--- config.mk ---
export PLATFORM = sky130hd
export DESIGN_NAME = pool_window_gen
export DESIGN_NICKNAME = d
export VERILOG_FILES = /design/src/rtl/pool_window_gen.sv
export SDC_FILE = /design/constraint.sdc
export NUM_CORES = 1
export LEC_CHECK = 0
export ABC_AREA = 0
export BUFFER_PORTS_ARGS = -buffer_cell sky130_fd_sc_hd__buf_2
export CAP_MARGIN = 10
export CORE_ASPECT_RATIO = 0.75
export CORE_UTILIZATION = 27
export DETAILED_ROUTE_END_ITERATION = 10
export PLACE_DENSITY = 0.49
export SETUP_SLACK_MARGIN = 0.4
export SYNTH_ARGS = -nofsm -noshare
export SYNTH_HDL_FRONTEND = slang
export SYNTH_SLANG_ARGS = --single-unit
--- constraint.sdc ---
create_clock -name wgen_clk -period 7.2 [get_ports wgen_clk]
set_input_delay 0 -clock wgen_clk [delete_from_list [all_inputs] [get_ports wgen_clk]]
set_output_delay 0 -clock wgen_clk [all_outputs]
set_load 0.05 [all_outputs]
--- src/rtl/pool_window_gen.sv ---
// pool_window_gen: turns a raster pixel stream into 2x2 pooling windows.
// Even rows are parked in a one-row line buffer. On odd rows each pixel pair
// is combined with the buffered pair above it to form one window. The window
// is presented on a valid/ready output and is held stable under backpressure.
module pool_window_gen #(
    parameter int OPERAND_WDTH = 19,
    parameter int NUM_PIXELS   = 2,
    parameter int IMG_WDTH     = 28,
    parameter int IMG_HGHT     = 28
) (
    input  logic                                     wgen_clk,
    input  logic                                     wgen_rst,
    input  logic [OPERAND_WDTH-1:0]                  pix_i,
    input  logic                                     pix_vld_i,
    output logic                                     pix_rdy_o,
    output logic [NUM_PIXELS-1:0][OPERAND_WDTH-1:0]  pool_a_o,
    output logic [NUM_PIXELS-1:0][OPERAND_WDTH-1:0]  pool_b_o,
    output logic                                     win_vld_o,
    input  logic                                     win_rdy_i,
    output logic                                     win_last_o
);

    localparam int CW = $clog2(IMG_WDTH);
    localparam int RW = $clog2(IMG_HGHT);

    typedef enum logic {
        ROW_EVEN = 1'b0,
        ROW_ODD  = 1'b1
    } state_t;

    state_t                                   state_q;
    logic [CW-1:0]                            col_cnt_q;
    logic [CW-1:0]                            col_cnt_d;
    logic [RW-1:0]                            row_cnt_q;
    logic [RW-1:0]                            row_cnt_d;
    logic [OPERAND_WDTH-1:0]                  held_q;
    logic [NUM_PIXELS-1:0][OPERAND_WDTH-1:0]  pool_a_q;
    logic [NUM_PIXELS-1:0][OPERAND_WDTH-1:0]  pool_b_q;
    logic                                     win_vld_q;
    logic                                     win_last_q;
    logic [OPERAND_WDTH-1:0]                  linebuf_q [IMG_WDTH];

    logic                                     pix_acc_s;
    logic                                     last_col_s;
    logic                                     last_row_s;
    logic                                     load_win_s;
    logic [CW-1:0]                            rd_left_s;

    // A new pixel may enter whenever the output slot is empty or being drained.
    assign pix_rdy_o  = ~wgen_rst & (~win_vld_q | win_rdy_i);
    assign pix_acc_s  = pix_vld_i & pix_rdy_o;
    assign last_col_s = (col_cnt_q == CW'(IMG_WDTH - 1));
    assign last_row_s = (row_cnt_q == RW'(IMG_HGHT - 1));
    // Odd column of an odd row is the pixel that closes a 2x2 window.
    assign load_win_s = pix_acc_s & (state_q == ROW_ODD) & col_cnt_q[0];
    assign rd_left_s  = col_cnt_q - CW'(1);

    assign pool_a_o   = pool_a_q;
    assign pool_b_o   = pool_b_q;
    assign win_vld_o  = win_vld_q;
    assign win_last_o = win_last_q;

    // Column/row position of the next pixel; moves only on accepted pixels.
    always_comb begin
        col_cnt_d = col_cnt_q;
        row_cnt_d = row_cnt_q;
        if (pix_acc_s) begin
            if (last_col_s) begin
                col_cnt_d = {CW{1'b0}};
                if (last_row_s) begin
                    row_cnt_d = {RW{1'b0}};
                end else begin
                    row_cnt_d = row_cnt_q + RW'(1);
                end
            end else begin
                col_cnt_d = col_cnt_q + CW'(1);
                row_cnt_d = row_cnt_q;
            end
        end else begin
            col_cnt_d = col_cnt_q;
            row_cnt_d = row_cnt_q;
        end
    end

    // Line buffer capture of even rows; contents are don't-care after reset.
    always_ff @(posedge wgen_clk) begin
        if (pix_acc_s && (state_q == ROW_EVEN)) begin
            linebuf_q[col_cnt_q] <= pix_i;
        end
    end

    // Row-parity FSM, counters, held-left pixel and the registered window output.
    always_ff @(posedge wgen_clk) begin
        if (wgen_rst) begin
            state_q    <= ROW_EVEN;
            col_cnt_q  <= {CW{1'b0}};
            row_cnt_q  <= {RW{1'b0}};
            held_q     <= {OPERAND_WDTH{1'b0}};
            pool_a_q   <= '0;
            pool_b_q   <= '0;
            win_vld_q  <= 1'b0;
            win_last_q <= 1'b0;
        end else begin
            col_cnt_q <= col_cnt_d;
            row_cnt_q <= row_cnt_d;

            if (pix_acc_s && last_col_s) begin
                case (state_q)
                    ROW_EVEN: state_q <= ROW_ODD;
                    ROW_ODD:  state_q <= ROW_EVEN;
                    default:  state_q <= ROW_EVEN;
                endcase
            end

            if (pix_acc_s && (state_q == ROW_ODD) && !col_cnt_q[0]) begin
                held_q <= pix_i;
            end

            // A freshly completed window takes priority over draining the old one.
            if (load_win_s) begin
                pool_a_q[0] <= linebuf_q[rd_left_s];
                pool_a_q[1] <= linebuf_q[col_cnt_q];
                pool_b_q[0] <= held_q;
                pool_b_q[1] <= pix_i;
                win_vld_q   <= 1'b1;
                win_last_q  <= last_col_s & last_row_s;
            end else if (win_vld_q && win_rdy_i) begin
                win_vld_q   <= 1'b0;
            end
        end
    end

endmodule

# After elaboration in Yosys (flattened, before gate mapping)
# Memory sizes are Yosys's and may differ from the RTL's. A register that Yosys moved wholly into a read port is not among the register bits.
# Index checks and enable logic that the tools add are counted.
# totals
mem_count,1
register_bits,70
ram_bits,532
# classes
mux,7
add_sub_neg,3
n_reduce_logical,8
bitwise_logic,9
n_eq_ne,2
# memory_table
name,depth,width,rd,rd_clocked_by_memory_dff,wr,line,text
linebuf_q,28,19,2,2,1,41,logic [OPERAND_WDTH-1:0] linebuf_q [IMG_WDTH];
# ops
op,count
"adder 5 x 1 -> 5 bit, second input constant",2
"== test 5 bit, second input constant",2
2-to-1 mux 5 bit,2
bitwise AND 1 bit,5
logical AND 1 bit,5
"subtractor 5 x 1 -> 5 bit, second input constant",1
2-to-1 mux 1 bit,4
NOT 1 bit,3
case mux 1 bit (2 select lines),1
AND reduction 2 bit,1
nonzero test 2 bit,1
zero test 1 bit,1
bitwise OR 1 bit,1

# Depth between registers and ports, before layout
# Gate-level depths: netlist (run 1).
# depth
word_depth,7
ltp_mapped,15
depth_no_buf,7

# Worst setup path after synthesis (run 1)
# OpenSTA, ideal clock, no wires.
# synth_path
path_type,register to register
startpoint,reg col_cnt_q[0]
endpoint,"mem linebuf_q[4][0], enable pin"
arrival_ns,2.991
required_ns,6.781
path_stages_with_launch,10
slack_ns,3.790
n_path_buf,5
synth_period_minus_slack_ns,3.410
path_cell_list,dfxtp_1 -> buf_6 -> buf_6 -> buf_4 -> inv_1 -> buf_2 -> ha_1 -> buf_2 -> nand2_1 -> nor3_1
# synth_rtl
item,line,text
"start, declared",32,logic [CW-1:0] col_cnt_q;
"start signal, assigned",96,col_cnt_q <= {CW{1'b0}};
"start signal, assigned",104,col_cnt_q <= col_cnt_d;
"end, declared",41,
# No word-level cell before the write port.

# Final worst setup path (run 1)
# layout_path
startpoint,reg col_cnt_q[1]
endpoint,"reg pool_a_q (netlist bit pool_a_o[1]), read port of linebuf_q"
# layout_between
elab_chain_cells,1
# layout_rtl
item,line,text
subtractor 5 x 1 -> 5 bit,56,assign rd_left_s = col_cnt_q - CW'(1);
"end, declared",37,logic [NUM_PIXELS-1:0][OPERAND_WDTH-1:0] pool_a_q;
# No other way between the ends.
# A chain may end at the register's enable or synchronous reset.

==> metrics.md, run 1 <==
| Metric | Value |
|---|---|
| Run status | `finished, final reports clean` |
| Largest delay share family, worst path | `adder cells` |
| IO buf count | `between 100 and 150` |
| Hold Path Stages | `3` |
| Mapped Cells | `1628` |
| Setup CP Type | `flip-flop to flip-flop` |
| Synth warn | `0` |
| CP max stage cell | `ha_4` |
| I/O pin total | `102` |
| Cell breakdown of the critical path | `inv_1 > ha_4 > buf_12 > mux4_2 > nand2_1 > a311oi_1 > o221a_1` |
| Crit-path max cell delay | `between 1000 and 1500 ps` |
| Layout net count | `about 1.8k` |
| Reg2reg start | `col_cnt_q[1]` |
| Type of origin of the critical path | `flip-flop` |
| Max Cap Viol | `0` |
| Fraction of layout cells with a size suffix above 1 | `30.39%` |
| Largest area contributor in the netlist | `edfxtp_1` |
| Final WL | `between 80000 and 90000 um` |
| HPWL Detailed | `between 50000 and 60000 um` |
| Die Wd | `between 300 and 400 um` |
| P&R area growth vs syn | `16.01%` |
| Vias per Instance | `5.239` |
| CTS Buf Count | `slightly below 60` |
| Core region area | `101600 um2` |
| Setup TNS | `0 ps` |
| Synth Cell Area | `~28000 um2` |
| CTS Root Cell | `clkbuf_16` |
| Commonest non-fill, non-tap cell in the layout | `edfxtp_1` |
| Hold_sp | `wgen_rst` |
| Flops & latches, synth | `640` |
| # rows | `around 100` |
| Fin crit period | `roughly 3800 ps` |
| Endpoint class of the critical path | `flip-flop` |
| R2R Setup Slk | `3410 ps` |
| CTS tree | `done` |
| Mapped Nets | `around 1.7k` |
| Vias | `~16k` |
| Final period util | `52.71%` |
| Hold slack | `between 30 and 40 ps` |
| Buffers and inverters on the worst path | `2` |
| Netlist cell types | `62` |
| Sequential area share after synthesis | `65.26%` |
| Reg2Reg Depth | `7` |
| # resized after CTS | `0` |
| Worst slew margin relative to its limit | `between 20% and 30%` |
| Hold Path Class | `input pin to flip-flop` |
| Clk_lat worst skew | `about 640 ps` |
| GR Overflow Total | `0` |
| EDFF count, synth | `532` |
| Initial antenna violation count | `2` |
| Ys async rst share | `0%` |
| Hold Path End | `col_cnt_q[0]` |
| Crit path max fanout | `between 60 and 70` |
| Max Freq | `~0.26 GHz` |
| Main synth FF type | `edfxtp_1` |
| Crit path DAT | `between 4000 and 5000 ps` |
| RePlAce Congestion | `between 0.8 and 0.9` |
| # H-tree levels | `2` |
| Final ANT Viol Nets | `0` |
| Pwr dens | `254.7 nW/um2` |
| Pre-Repair DR Iteration Count | `7` |
| Clk pin slew, worst setup/hold paths | `70 ps` |
| # diodes | `0` |
| GRT Util Overall | `approximately 15%` |
| Synth top area cells | `edfxtp_1 57%, mux4_2 16%, dfxtp_1 7.8%, nand2_1 2.7%, mux2i_1 2.0%` |
| RSZ-0062 raised after global routing | `false` |
| Fillers | `slightly below 10k` |
| Area of the die | `around 100000 um2` |
| Number of global-route vias before repair | `~17k` |
| Final Hold Viols | `0` |
| CP required | `between 7000 and 8000 ps` |
| Final core occ | `between 30% and 40%` |
| Setup Skew | `approximately 23 ps` |
| Worst VDD drop | `0.1696 mV` |
| Mean Syn Cell Area | `between 15 and 20 um2` |
| First-pass GRT wire length | `between 100000 and 150000 um` |
| Die H | `~280 um` |
| Top cell type's share of synthesized area | `between 50 and 60%` |
| TritonCTS sink count | `640` |
| WL per Instance | `~26 um` |
| Initial core utilization | `between 20 and 30%` |
| Most frequent cells in the layout | `532 x edfxtp_1, 203 x mux4_2, 199 x nand2_1` |
| Leakage | `just over 10 nW` |
| Pin count of the biggest net entering global routing | `~110` |
| Reg-to-Reg End | `pool_a_o[1]` |
| Clock Tree Buf Depth | `3` |
| Drt first-iter violations | `1464` |
| Post-route DRC | `0` |
| Least-Margin Pin Slew | `~1100 ps` |
| Final setup fails | `0` |
| Fin. max-slew vios | `0` |
tightest hold or removal path, stage by stage:
cell and delay, ps:
buf_2 100, buf_4 310, nor2_1 190
cell families (layout without fill, tap and decap cells):
group	Yosys count	after routing	synth area share [%]
muxes	290	290	20.72
and+or+nand+nor	339	339	5.186
xor gates and xnor gates	6	6	0.2566
DFF	640	640	65.26
AOI/OAI and AO/OA	218	218	5.682
buffers and inverters	130	292	2.670
adders and majority gates	5	5	0.2251
synth_stat cells, types with 3 or more instances:
cell type  instances
xnor2_1            5
ha_1               5
inv_1              4
buf_4             17
and2_1             4
nor3_1             9
a21oi_1           78
a31oi_1            4
mux4_4            20
o2111a_1           4
edfxtp_1         532
a311oi_1          20
nand2b_1           4
mux4_2           203
a2111oi_0          4
o21ai_0            9
o211ai_1          11
o22ai_1           20
clkbuf_1          45
buf_2             38
nor2b_1            9
nor4_1             4
buf_6              8
mux2_2            12
o221a_2            9
nor2_1            77
a22oi_1           12
mux2i_1           55
nand3_1           14
nand2_1          199
o2111ai_1          4
or3_1              3
a221oi_1          11
buf_1              6
o221a_1           21
dfxtp_1          108
area by class of cell:
class / count / area, um2 / share of cell area (%)
Inverter: 6 / 22.52 / 0.06985
Clock buffer: 71 / 1614 / 5.006
Sequential cell: 640 / 18150 / 56.29
Timing Repair Buffer: 175 / 1139 / 3.532
Multi-Input combinational cell: 858 / 9059 / 28.10
Clock inverter: 40 / 584.3 / 1.812
Tap cell: 1339 / 1675 / 5.196
state kept, by name, indices dropped and copies added (netlist names):
name        cells
col_cnt_q       5
held_q         19
linebuf_q     532
pool_a_o       38
pool_b_o       38
row_cnt_q       5
state_q         1
win_last_o      1
win_vld_o       1
report_power, final:
part / internal [mW] / switching [mW]
Clock: 2.13 / 1.42
Sequential: 4.01 / 0.0212
Combinational: 0.282 / 0.345
Total: 6.43 / 1.78
layer usage:
metal  share of wire, %  up-vias  track usage (%)
met4                2.1        0            3.694
met2                 44      714            22.49
li1                   -     6837                -
met3                8.3      118            3.257
met1                 46     8725            22.92
met5                  0        -                0
repair_timing:
| action | in CTS | in global routing |
|---|---|---|
| endpoints found under the hold margin | 572 | 0 |
| setup buffers | 0 | 0 |
| hold buffers | 21 | 0 |
how the worst max path moves through the flow:
stage,depth (start not counted),endpoint,from
2_1_floorplan,9,linebuf_q[4][0],col_cnt_q[0]
4_1_cts,7,pool_a_o[1],col_cnt_q[1]
3_5_place_dp,7,pool_a_o[1],col_cnt_q[1]
6_report,7,pool_a_o[1],col_cnt_q[1]
3_3_place_gp,7,pool_a_o[1],col_cnt_q[1]
5_1_grt,7,pool_a_o[1],col_cnt_q[1]
stage by stage:
stage | instance area [um2] | setup WS, ps | power (mW) | cells
after detailed placement | 29830 | 3313 | 4.744 | 2997
after floorplan | 27790 | 3790 | 4.560 | 1628
after CTS | 32240 | 3278 | 8.294 | 3129
after global placement | 29830 | 3377 | 4.739 | 2997
after global routing | 32240 | 3210 | 8.451 | 3129
final | 32240 | 3405 | 8.210 | 3129
Note: power is estimated with default switching activity, not from simulation.
==> run 2: changes to the inputs <==
--- a/config.mk
+++ b/config.mk
@@ -11,7 +11,7 @@
 export CORE_ASPECT_RATIO = 0.75
 export CORE_UTILIZATION = 27
 export DETAILED_ROUTE_END_ITERATION = 10
-export PLACE_DENSITY = 0.49
+export PLACE_DENSITY = 0.51
 export SETUP_SLACK_MARGIN = 0.4
 export SYNTH_ARGS = -nofsm -noshare
 export SYNTH_HDL_FRONTEND = slang
==> constraint.sdc (replaced) <==
create_clock -name wgen_clk -period 3.1 [get_ports wgen_clk]
set_input_delay 0 -clock wgen_clk [delete_from_list [all_inputs] [get_ports wgen_clk]]
set_output_delay 0 -clock wgen_clk [all_outputs]
set_load 0.05 [all_outputs]
==> run 2 against run 1 <==
  * Die area is the same
  * Worst hold slack gained 18 ps
  * Non-clock buffer count grew 46
  * Wire length grew 2.5%
  * Utilization grew 0.26 points
  * Largest power group unchanged
==> metrics.md, run 2 (synthesis gave the netlist of run 1 again) <==
| Metric | Value |
|---|---|
| # rows | `101 (unchanged)` |
| Clock share of power | `40.2% (-3.0 points)` |
| Setup TNS | `0 ps (unchanged)` |
| R2R Setup Slk | `470 ps (-2930 ps)` |
| Pin count of the biggest net entering global routing | `103 (-3.7%)` |
| CTS tree | `done` |
| Area of the die | `104200 um2 (unchanged)` |
| Setup Skew | `27.25 ps (+4.006 ps)` |
| Pre-Repair DR Iteration Count | `5 (-2)` |
| TritonCTS sink count | `640 (unchanged)` |
| Internal power | `14.12 mW (+120%)` |
| Final instance area | `32500 um2 (+0.82%)` |
| Fraction of layout cells with a size suffix above 1 | `31.37% (+0.98 points)` |
| Max Cap Viol | `0 (unchanged)` |
| Vias | `16.53k (+0.81%)` |
| Fin crit period | `2629 ps (-1166 ps)` |
| CP max stage cell | `mux4_2` |
| Crit path max fanout | `22 (-64%)` |
| Setup Buffers After CTS | `0 (unchanged)` |
| Most frequent cells in the layout | `532 x edfxtp_1, 203 x mux4_2, 199 x nand2_1` |
| Initial core utilization | `27.35% (unchanged)` |
| Clk pin slew, worst setup/hold paths | `70 ps (about the same)` |
| GR Overflow Total | `0 (unchanged)` |
| Fillers | `9894 (+0.42%)` |
| First-pass GRT wire length | `119300 um (+2.2%)` |
| Type of origin of the critical path | `flip-flop` |
| CTS Buf Count | `58 (-1.7%)` |
| CP required | `3580 ps (-4200 ps)` |
| Clk_lat worst skew | `640 ps (about the same)` |
| Logic pwr share | `8.7% (+1.1 points)` |
| Final period util | `84.80% (+32 points)` |
| DP Area | `30380 um2 (+1.8%)` |
| Sequential power share | `51.1% (+1.9 points)` |
| CTS Root Cell | `clkbuf_16` |
| Die H | `279.8 um (unchanged)` |
| Setup CP Type | `flip-flop to flip-flop` |
| Placed Cells | `3043 (+1.5%)` |
| Drt first-iter violations | `1536 (+4.9%)` |
| Final setup fails | `0 (unchanged)` |
| Die Wd | `372.5 um (unchanged)` |
| Sw Ratio | `22.70% (+0.97 points)` |
| RSZ-0062 raised after global routing | `true` |
| Clock Tree Buf Depth | `3 (unchanged)` |
| Post-route DRC | `0 (unchanged)` |
| Run status | `finished, final reports clean` |
| Post-Layout Cell Count | `3173 (+1.4%)` |
| Initial antenna violation count | `2 (unchanged)` |
| IO buf count | `101 (unchanged)` |
| Most used cell, CP | `buf_4` |
| Largest Register | `linebuf_q` |
| Crit-path max cell delay | `580 ps (-480 ps)` |
| Endpoint class of the critical path | `flip-flop` |
| HPWL Detailed | `53260 um (+4.6%)` |
| Least-Margin Pin Slew | `909.0 ps (-212.7 ps)` |
| Leakage | `10.31 nW (+1.7%)` |
| Max Freq | `0.3804 GHz (+44%)` |
| Sw power | `4.147 mW (+130%)` |
| GRT Util Overall | `15.66% (+0.33 points)` |
| Crit path DAT | `3110 ps (-1270 ps)` |
| Hold slack | `53.38 ps (+18.48 ps)` |
| Max reg flops | `532 (unchanged)` |
| Hold Path Class | `input pin to flip-flop` |
| Commonest non-fill, non-tap cell in the layout | `edfxtp_1` |
| Worst slew margin relative to its limit | `39.40% (+14 points)` |
| I/O pin total | `102 (unchanged)` |
| Layout net count | `1813 (+2.5%)` |
| Core region area | `101600 um2 (unchanged)` |
| Cell breakdown of the critical path | `buf_4 > mux4_2 > a22oi_1 > a21oi_1 > a211oi_1 > buf_4 > nor3_1` |
| Tot Pwr | `18.27 mW (+120%)` |
| Vias per Instance | `5.209 (-0.59%)` |
| Number of global-route vias before repair | `16.95k (+0.27%)` |
| Final Hold Viols | `0 (unchanged)` |
| Final WL | `82480 um (+2.5%)` |
| Fin. max-slew vios | `0 (unchanged)` |
| # H-tree levels | `2 (unchanged)` |
| Worst VDD drop | `0.3793 mV (+120%)` |
| RePlAce Congestion | `0.8227 (+0.49%)` |
| Pwr dens | `562.1 nW/um2 (+120%)` |
| Final ANT Viol Nets | `0 (unchanged)` |
| WL per Instance | `26.00 um (+1.1%)` |
| P&R area growth vs syn | `16.95%` |
run 2: cell count changes in the layout (fill, tap and decap cells not counted), sizes merged:
cell,before,now
clkinvlp,8,1
clkbuf,71,77
clkinv,19,26
diode,0,1
buf,154,200
bufinv,15,5
inv,4,5
run 2: per-stage QoR:
stage / utilization [%] / worst slack (ps)
2_1_floorplan: - / 385.4
3_3_place_gp: 29.90 / 334.4
3_5_place_dp: 29.90 / 367.0
4_1_cts: 31.98 / 447.2
5_1_grt: 31.99 / 352.4
6_report: 31.99 / 471.2
run 2: final cells by class:
cell class              instances  area (um2)  share of cell area (%)
well taps                    1339        1675                   5.154
repair buffers                221        1679                   5.166
inverters                       6       27.53                 0.08469
clock inverters                31       275.3                  0.8469
flip-flops and latches        640       18150                   55.83
multi-input cells             858        9070                   27.90
diodes                          1       2.502                0.007699
clock buffers                  77        1627                   5.004
run 2: worst max-delay path: cells and delay by family (launching register included):
family | cells | cell delay (ps)
AND/OR/NAND/NOR | 1 | 40
buffers and inverters | 2 | 640
flip-flops | 1 | 460
multiplexers | 1 | 580
AO/OA/AOI/OAI | 3 | 730
run 2: path summary, 6_finish.rpt:
check               start            to  cells past startpoint
max reg2reg  col_cnt_q[0]  pool_a_o[19]                      7
max          col_cnt_q[0]  pool_a_o[19]                      7
min reg2reg  pool_b_o[25]  pool_b_o[25]                      2
min             pix_vld_i  row_cnt_q[4]                      6
run 2: power groups by stage:
stage | Sequential, mW | Combinational (mW) | Clock [mW]
3_3_place_gp | 9.53 | 1.57 | 0
5_1_grt | 9.34 | 1.69 | 7.80
2_1_floorplan | 9.52 | 1.09 | 0
3_5_place_dp | 9.53 | 1.59 | 0
6_report | 9.34 | 1.59 | 7.34
4_1_cts | 9.34 | 1.61 | 7.50
run 2: metal layers:
metal | wire (um) | part of all wire (%) | track usage, % | vias up
met2 | 35880 | 43 | 22.74 | 644
met4 | 1515 | 1.8 | 3.286 | 0
met5 | 0 | 0 | 0 | -
met3 | 5620 | 6.8 | 2.831 | 113
met1 | 39470 | 48 | 24.12 | 8831
li1 | - | - | - | 6939
run 2: timing repair:
item	CTS	global route
endpoints found under the setup margin	0	6
hold endpoints to repair	571	0
hold buffers	21	0
gates resized for setup	0	1
